**config.mk**
```make
export PLATFORM = sky130hd
export DESIGN_NAME = lc3_mem_ctrl_flat
export DESIGN_NICKNAME = d
export VERILOG_FILES = /design/src/rtl/lc3_pkg.sv /design/src/rtl/lc3_mem_ctrl_if.sv /design/src/rtl/lc3_mmio.sv /design/src/rtl/lc3_mem_ctrl.sv /design/src/flat_wrapper.sv
export SDC_FILE = /design/constraint.sdc
export NUM_CORES = 1
export LEC_CHECK = 0
export CELL_PAD_IN_SITES_DETAIL_PLACEMENT = 1
export CELL_PAD_IN_SITES_GLOBAL_PLACEMENT = 2
export CORE_ASPECT_RATIO = 0.9
export CORE_MARGIN = 5
export CORE_UTILIZATION = 22
export DETAILED_ROUTE_END_ITERATION = 6
export PLACE_DENSITY_LB_ADDON = 0.1
export SLEW_MARGIN = 20
export SYNTH_ARGS = -nofsm -noshare
export SYNTH_HDL_FRONTEND = slang
export SYNTH_SLANG_ARGS = --single-unit
```
**constraint.sdc**
```tcl
create_clock -name clk -period 1.65 [get_ports clk]
set_clock_uncertainty 0.1 [all_clocks]
set_input_delay 0.33 -clock clk [delete_from_list [all_inputs] [get_ports clk]]
set_output_delay 0.33 -clock clk [all_outputs]
set_load 0.02 [all_outputs]
```
**src/rtl/lc3_pkg.sv**
```systemverilog
// Shared definitions for the LC-3 memory controller slice.
// Holds the controller state encoding, the memory-mapped I/O register
// addresses and a helper that classifies an address as device space.
package lc3_pkg;

    typedef enum logic [2:0] {
        IDLE    = 3'd0,
        RD_WAIT = 3'd1,
        WR      = 3'd2,
        WR_IO   = 3'd3,
        DONE    = 3'd4
    } state_t;

    localparam logic [15:0] IO_BASE = 16'hFE00;
    localparam logic [15:0] KBSR    = 16'hFE00;
    localparam logic [15:0] KBDR    = 16'hFE02;
    localparam logic [15:0] DSR     = 16'hFE04;
    localparam logic [15:0] DDR     = 16'hFE06;

    // Everything from IO_BASE upward belongs to devices, never to RAM.
    function automatic logic is_io(input logic [15:0] addr);
        return addr >= IO_BASE;
    endfunction

endpackage

```
**src/rtl/lc3_mem_ctrl_if.sv**
```systemverilog
// Bundle of every signal the memory controller exchanges with the CPU
// datapath, the synchronous RAM, the keyboard and the display.
//   slave  : the controller's view (requests/RAM data/devices in, results out)
//   master : the view of whoever drives the controller (CPU, RAM, devices)
interface lc3_mem_ctrl_if;

    logic [15:0] bus_in;
    logic        ld_mar;
    logic        ld_mdr;
    logic        mio_en;
    logic        mem_w_en;
    logic [15:0] mdr_out;
    logic        mem_ready;
    logic [15:0] ram_addr;
    logic [15:0] ram_wdata;
    logic        ram_we;
    logic [15:0] ram_rdata;
    logic [7:0]  kb_data;
    logic        kb_valid;
    logic [7:0]  ddr_data;
    logic        ddr_valid;
    logic        ddr_ready;

    modport slave (
        input  bus_in, ld_mar, ld_mdr, mio_en, mem_w_en,
        input  ram_rdata, kb_data, kb_valid, ddr_ready,
        output mdr_out, mem_ready, ram_addr, ram_wdata, ram_we,
        output ddr_data, ddr_valid
    );

    modport master (
        output bus_in, ld_mar, ld_mdr, mio_en, mem_w_en,
        output ram_rdata, kb_data, kb_valid, ddr_ready,
        input  mdr_out, mem_ready, ram_addr, ram_wdata, ram_we,
        input  ddr_data, ddr_valid
    );

endinterface

```
**src/rtl/lc3_mmio.sv**
```systemverilog
// Keyboard register file and read-data selector for the memory controller.
// Ports:
//   clk, rst      : clock and synchronous active-high reset
//   addr_i        : address of the access being completed
//   kbdr_rd_i     : a read of KBDR is completing this cycle (clears kb_full)
//   ram_rdata_i   : data returned by the RAM
//   kb_data_i     : keyboard character, kb_valid_i its one-cycle strobe
//   ddr_ready_i   : display can accept a character (reported through DSR)
//   rdata_o       : value the MDR should capture for a read of addr_i
module lc3_mmio
    import lc3_pkg::*;
(
    input  logic        clk,
    input  logic        rst,
    input  logic [15:0] addr_i,
    input  logic        kbdr_rd_i,
    input  logic [15:0] ram_rdata_i,
    input  logic [7:0]  kb_data_i,
    input  logic        kb_valid_i,
    input  logic        ddr_ready_i,
    output logic [15:0] rdata_o
);

    logic [7:0] kb_char_q, kb_char_d;
    logic       kb_full_q, kb_full_d;

    always_ff @(posedge clk) begin
        if (rst) begin
            kb_char_q <= 8'h00;
            kb_full_q <= 1'b0;
        end else begin
            kb_char_q <= kb_char_d;
            kb_full_q <= kb_full_d;
        end
    end

    // A new keystroke is applied after the KBDR clear so that a character
    // arriving in the same cycle as the read is not lost.
    always_comb begin
        kb_char_d = kb_char_q;
        kb_full_d = kb_full_q;
        if (kbdr_rd_i) begin
            kb_full_d = 1'b0;
        end
        if (kb_valid_i) begin
            kb_char_d = kb_data_i;
            kb_full_d = 1'b1;
        end
    end

    // Unmapped device addresses read as zero rather than leaking RAM data.
    always_comb begin
        rdata_o = 16'h0000;
        if (!is_io(addr_i)) begin
            rdata_o = ram_rdata_i;
        end else begin
            case (addr_i)
                KBSR:    rdata_o = {kb_full_q, 15'b0};
                KBDR:    rdata_o = {8'b0, kb_char_q};
                DSR:     rdata_o = {ddr_ready_i, 15'b0};
                default: rdata_o = 16'h0000;
            endcase
        end
    end

endmodule

```
**src/rtl/lc3_mem_ctrl.sv**
```systemverilog
// LC-3 memory controller: owns MAR, MDR and the access FSM, and routes
// accesses either to the synchronous RAM or to the memory-mapped keyboard
// and display.
// Ports:
//   clk, rst : clock and synchronous active-high reset
//   bus      : lc3_mem_ctrl_if.slave carrying the CPU request/response
//              signals, the RAM port and the keyboard/display signals
module lc3_mem_ctrl
    import lc3_pkg::*;
(
    input logic           clk,
    input logic           rst,
    lc3_mem_ctrl_if.slave bus
);

    state_t      state_q, state_d;
    logic [15:0] mar_q, mar_d;
    logic [15:0] mdr_q, mdr_d;
    // Address of the access in flight. MAR may be reloaded in the same
    // cycle a request is accepted, so the access keeps its own copy.
    logic [15:0] acc_q, acc_d;
    logic [15:0] io_rdata;
    logic        kbdr_rd;

    lc3_mmio u_mmio (
        .clk         (clk),
        .rst         (rst),
        .addr_i      (acc_q),
        .kbdr_rd_i   (kbdr_rd),
        .ram_rdata_i (bus.ram_rdata),
        .kb_data_i   (bus.kb_data),
        .kb_valid_i  (bus.kb_valid),
        .ddr_ready_i (bus.ddr_ready),
        .rdata_o     (io_rdata)
    );

    always_ff @(posedge clk) begin
        if (rst) begin
            state_q <= IDLE;
            mar_q   <= 16'h0000;
            mdr_q   <= 16'h0000;
            acc_q   <= 16'h0000;
        end else begin
            state_q <= state_d;
            mar_q   <= mar_d;
            mdr_q   <= mdr_d;
            acc_q   <= acc_d;
        end
    end

    // Requests are only looked at in IDLE; a write takes priority over a
    // simultaneous memory read, which is simply dropped.
    always_comb begin
        state_d = state_q;
        mar_d   = mar_q;
        mdr_d   = mdr_q;
        acc_d   = acc_q;
        kbdr_rd = 1'b0;
        case (state_q)
            IDLE: begin
                if (bus.ld_mar) begin
                    mar_d = bus.bus_in;
                end
                if (bus.ld_mdr && !bus.mio_en) begin
                    mdr_d = bus.bus_in;
                end
                if (bus.mem_w_en) begin
                    acc_d   = mar_q;
                    state_d = (mar_q == DDR) ? WR_IO : WR;
                end else if (bus.ld_mdr && bus.mio_en) begin
                    acc_d   = mar_q;
                    state_d = RD_WAIT;
                end
            end
            RD_WAIT: begin
                mdr_d   = io_rdata;
                kbdr_rd = (acc_q == KBDR);
                state_d = DONE;
            end
            WR: begin
                state_d = DONE;
            end
            WR_IO: begin
                if (bus.ddr_ready) begin
                    state_d = DONE;
                end
            end
            DONE: begin
                state_d = IDLE;
            end
            default: begin
                state_d = IDLE;
            end
        endcase
    end

    // Strobes are masked by rst so an aborted transaction emits nothing
    // even in the cycle reset is applied.
    assign bus.mem_ready = (state_q == DONE) && !rst;
    assign bus.ram_we    = (state_q == WR) && !is_io(acc_q) && !rst;
    assign bus.ddr_valid = (state_q == WR_IO) && bus.ddr_ready && !rst;

    // The RAM sees MAR in the request cycle so its data is ready in RD_WAIT.
    assign bus.ram_addr  = (state_q == IDLE) ? mar_q : acc_q;
    assign bus.ram_wdata = mdr_q;
    assign bus.ddr_data  = mdr_q[7:0];
    assign bus.mdr_out   = mdr_q;

endmodule

```
**src/flat_wrapper.sv**
```systemverilog
// flat-port wrapper written by rule: the top's interface ports become plain ports
module lc3_mem_ctrl_flat import lc3_pkg::*;
  (clk, rst, bus_bus_in, bus_ld_mar, bus_ld_mdr, bus_mio_en, bus_mem_w_en, bus_ram_rdata, bus_kb_data, bus_kb_valid, bus_ddr_ready, bus_mdr_out, bus_mem_ready, bus_ram_addr, bus_ram_wdata, bus_ram_we, bus_ddr_data, bus_ddr_valid);
  lc3_mem_ctrl_if bus_i ();
  input logic clk;
  input logic rst;
  input wire logic [$bits(bus_i.bus_in)-1:0] bus_bus_in;
  input wire logic [$bits(bus_i.ld_mar)-1:0] bus_ld_mar;
  input wire logic [$bits(bus_i.ld_mdr)-1:0] bus_ld_mdr;
  input wire logic [$bits(bus_i.mio_en)-1:0] bus_mio_en;
  input wire logic [$bits(bus_i.mem_w_en)-1:0] bus_mem_w_en;
  input wire logic [$bits(bus_i.ram_rdata)-1:0] bus_ram_rdata;
  input wire logic [$bits(bus_i.kb_data)-1:0] bus_kb_data;
  input wire logic [$bits(bus_i.kb_valid)-1:0] bus_kb_valid;
  input wire logic [$bits(bus_i.ddr_ready)-1:0] bus_ddr_ready;
  output wire logic [$bits(bus_i.mdr_out)-1:0] bus_mdr_out;
  output wire logic [$bits(bus_i.mem_ready)-1:0] bus_mem_ready;
  output wire logic [$bits(bus_i.ram_addr)-1:0] bus_ram_addr;
  output wire logic [$bits(bus_i.ram_wdata)-1:0] bus_ram_wdata;
  output wire logic [$bits(bus_i.ram_we)-1:0] bus_ram_we;
  output wire logic [$bits(bus_i.ddr_data)-1:0] bus_ddr_data;
  output wire logic [$bits(bus_i.ddr_valid)-1:0] bus_ddr_valid;
  assign bus_i.bus_in = bus_bus_in;
  assign bus_i.ld_mar = bus_ld_mar;
  assign bus_i.ld_mdr = bus_ld_mdr;
  assign bus_i.mio_en = bus_mio_en;
  assign bus_i.mem_w_en = bus_mem_w_en;
  assign bus_i.ram_rdata = bus_ram_rdata;
  assign bus_i.kb_data = bus_kb_data;
  assign bus_i.kb_valid = bus_kb_valid;
  assign bus_i.ddr_ready = bus_ddr_ready;
  assign bus_mdr_out = bus_i.mdr_out;
  assign bus_mem_ready = bus_i.mem_ready;
  assign bus_ram_addr = bus_i.ram_addr;
  assign bus_ram_wdata = bus_i.ram_wdata;
  assign bus_ram_we = bus_i.ram_we;
  assign bus_ddr_data = bus_i.ddr_data;
  assign bus_ddr_valid = bus_i.ddr_valid;
  lc3_mem_ctrl u_core (.clk(clk), .rst(rst), .bus(bus_i));
endmodule
```
==> flow_metrics.py, run 1 <==
metrics = {
    "grt": {
        "grt_max_degree": 61,
        "grt_pass1_vias": 3118,
        "antenna_found_initial": 0,
        "grt_use_total": 0.139,
        "grt_overflow_total": 0,
        "grt_pass1_wl_mm": 16.9,
    },
    "setup_path": {
        "critPathKind": "flop to output port",
        "rr_startpoint": "u_core.state_q[0]",
        "cp.arrival_ps": 1590,
        "crit_required_ps": 1220,
        "timing.critical_path.from_type": "flop",
        "slowest_stage": "mux2_2",
        "path_cells": "nor3_4 -> buf_6 -> mux2_2 -> buf_2",
        "slowest_delay_ps": 350,
        "startpoint": "u_core.state_q[0]",
        "worstPathMaxFanout": 9,
        "crit_path_end_kind": "output port",
    },
    "timing": {
        "finalWorstSetupSlack_ps": -370,
        "finalCritPeriodShare": 1.22,
        "setup_viol": 18,
        "slew_violations": 0,
        "rsz0062_at_grt": "true",
        "max_freq_mhz": 495,
        "finalHoldViolCount": 0,
        "relSlewSlack": 0.460,
        "period_needed_ps": 2020,
        "timing.hold.ws_ps": 376,
        "worstMarginPinSlew_ps": 811,
    },
    "floorplanning": {
        "die-width_microns": 131,
        "fp.dieH_microns": 119,
        "core-area_sq_mm": 0.0128,
        "dieArea_sq_mm": 0.0155,
        "start_util": 0.226,
        "rows": 39,
        "pin_count": 107,
    },
    "final_layout": {
        "layout.cells.non_filler": 633,
        "mostFrequentLayoutCell": "nand2_1",
        "num-fill-cells": 1494,
        "fin_area_sq_mm": 0.00465,
        "multi_input_area_sq_mm": 0.00155,
        "register_area_sq_mm": 0.00121,
        "layout_common_cells": "nand2_1, dfxtp_1, clkdlybuf4s50_1, dlygate4sd2_1, buf_4",
        "insertedDiodeCount": 0,
        "nNetsFinal": 512,
        "syn2layout_area_growth_pct": 60.7,
        "drive_gt1_frac": 0.328,
    },
    "clocking": {
        "clk_latency_ps": 330,
        "cts.sink_count": 60,
        "cts_tree": "done",
        "numCtsBuffers": 9,
        "cts_hold_buf": 0,
        "clkTransAtPathRegs_ps": 50,
        "cts-root-buf": "clkbuf_16",
        "clockBufferDepth": 2,
        "htreeDepth": 3,
    },
    "pwr": {
        "p_leak_nw": 1.97,
        "power.density_mw_per_mm2": 963,
        "total_power_mw": 4.47,
        "peakVddDrop_uv": 393,
    },
    "logic_synthesis": {
        "yosys_warnings": 0,
        "ys_types": 38,
        "ys_seq_elements": 60,
        "synth.net_count": 392,
        "syn_area_sq_mm": 0.00289,
        "ys_seq_area_frac": 0.415,
        "synth_cells": 344,
        "synth.avg_cell_area_sq_um": 8.41,
    },
    "placed_design": {
        "numPortBuffers": 106,
        "dpl.cell_count": 613,
        "place.detailed.hpwl_mm": 7.70,
        "dp_slack_ps": -402,
        "dpl_cell_area_sq_mm": 0.00427,
        "place_congestion": 0.749,
    },
    "route": {
        "vias_per_cell": 4.54,
        "drc": 0,
        "first_pass_iters": 4,
        "wl_mm": 10.7,
        "antenna_left": 0,
        "vias": 2872,
        "routedWlPerCell_microns": 16.9,
        "drt_iter0_drc": 117,
    },
    "outcome": {
        "status": "finished, violations left",
        "violations": "setup timing",
    },
    "hold_path": {
        "hp-start": "u_core.acc_q[4]",
        "min_path_type": "flop to flop",
    },
    "flow_run": {
        "drv_cap": 0,
    },
}
[final cells by class]
cell class	instances	share of cell area
multi-input combinational	236	0.334
timing repair buffer	156	0.304
sequential	60	0.260
clock buffer	14	0.0546
tap	164	0.0441
clock inverter	2	0.00215
inverter	1	0.000808
[logic make-up (layout without fill, tap and decap cells)]
| kind of cell | count (synthesis) | after routing | synth area share |
|---|---|---|---|
| mux | 25 | 25 | 0.0934 |
| simple gates | 132 | 132 | 0.209 |
| compound gates | 79 | 79 | 0.163 |
| buf+inv | 48 | 173 | 0.119 |
| flops | 60 | 60 | 0.415 |
[metal layers]
metal	global-route usage	vias up	part of all wire
met5	0	-	0
met1	0.175	1372	0.46
li1	-	1412	-
met2	0.229	79	0.47
met4	0.0296	0	0.0099
met3	0.0510	9	0.063
[critical path, delay by kind of cell, from the launching register on]
| family | cells | cell delay (ps) |
|---|---|---|
| simple gates | 1 | 220 |
| mux | 1 | 350 |
| flops | 1 | 330 |
| buf+inv | 2 | 360 |
[what timing repair did]
item	in CTS	in global routing
pin swaps	3	6
gates cloned	1	0
gates resized for setup	137	47
endpoints found under the setup margin	61	67
buffers inserted	3	3
[flip-flops by register name, indices dropped and copies added, names as in the netlist]
signal	flops
u_core.bus.mdr_out	16
u_core.state_q	3
u_core.acc_q	16
u_core.u_mmio.kb_full_q	1
u_core.u_mmio.kb_char_q	8
u_core.mar_q	16
[worst paths after layout]
path                            cells after the start  slack (ps)                to
worst max-delay path                                4        -370   bus_ram_addr[3]
worst min-delay path                                2         380   u_core.acc_q[4]
worst max register to register                      8          30  u_core.mar_q[11]
worst min register to register                      2         380   u_core.acc_q[4]
[cell usage after synthesis]
cell / instances / area [sq um]
a211oi_2: 1 / 12.5
a21o_1: 1 / 7.51
a21oi_1: 48 / 240
a221oi_1: 9 / 78.8
a31oi_1: 1 / 6.26
and2_1: 3 / 18.8
and2b_1: 1 / 7.51
and3_1: 1 / 6.26
and4_1: 2 / 17.5
and4b_2: 1 / 11.3
buf_2: 4 / 20.0
buf_4: 30 / 225
buf_6: 6 / 67.6
clkbuf_1: 7 / 26.3
dfxtp_1: 60 / 1200
inv_1: 1 / 3.75
mux2_2: 16 / 180
mux2i_1: 9 / 90.1
nand2_1: 76 / 285
nand2_2: 2 / 12.5
nand2_4: 1 / 11.3
nand3_1: 8 / 40.0
nand4_1: 2 / 12.5
nand4b_1: 1 / 8.76
nor2_1: 15 / 56.3
nor2_4: 1 / 11.3
nor2b_1: 1 / 6.26
nor3_1: 10 / 50.1
nor3_2: 1 / 10.0
nor4_1: 4 / 25.0
nor4b_1: 1 / 8.76
o21a_4: 1 / 15.0
o21ai_0: 8 / 40.0
o21ai_2: 1 / 8.76
o21ba_2: 1 / 10.0
o22ai_1: 7 / 43.8
o311a_1: 1 / 10.0
or3_1: 1 / 6.26
[power breakdown]
group | switching [mW] | total, mW | internal, mW
clock network | 0.664 | 1.72 | 1.05
registers | 0.0742 | 1.63 | 1.55
logic | 0.590 | 1.13 | 0.540
[through the flow]
stage,util,setup TNS [ps]
2_1_floorplan,-,-226
3_5_place_dp,0.334,-12320
3_3_place_gp,0.334,-11440
4_1_cts,0.351,-7240
5_1_grt,0.364,-9290
6_report,0.364,-5770
Note: power is estimated with default switching activity, not from simulation.
==> run 2: changes to the inputs <==
Settings changed: GPL_TIMING_DRIVEN from default to 1.
==> results of run 2 <==
No change in the layout: final DEF, timing and power equal those of run 1.
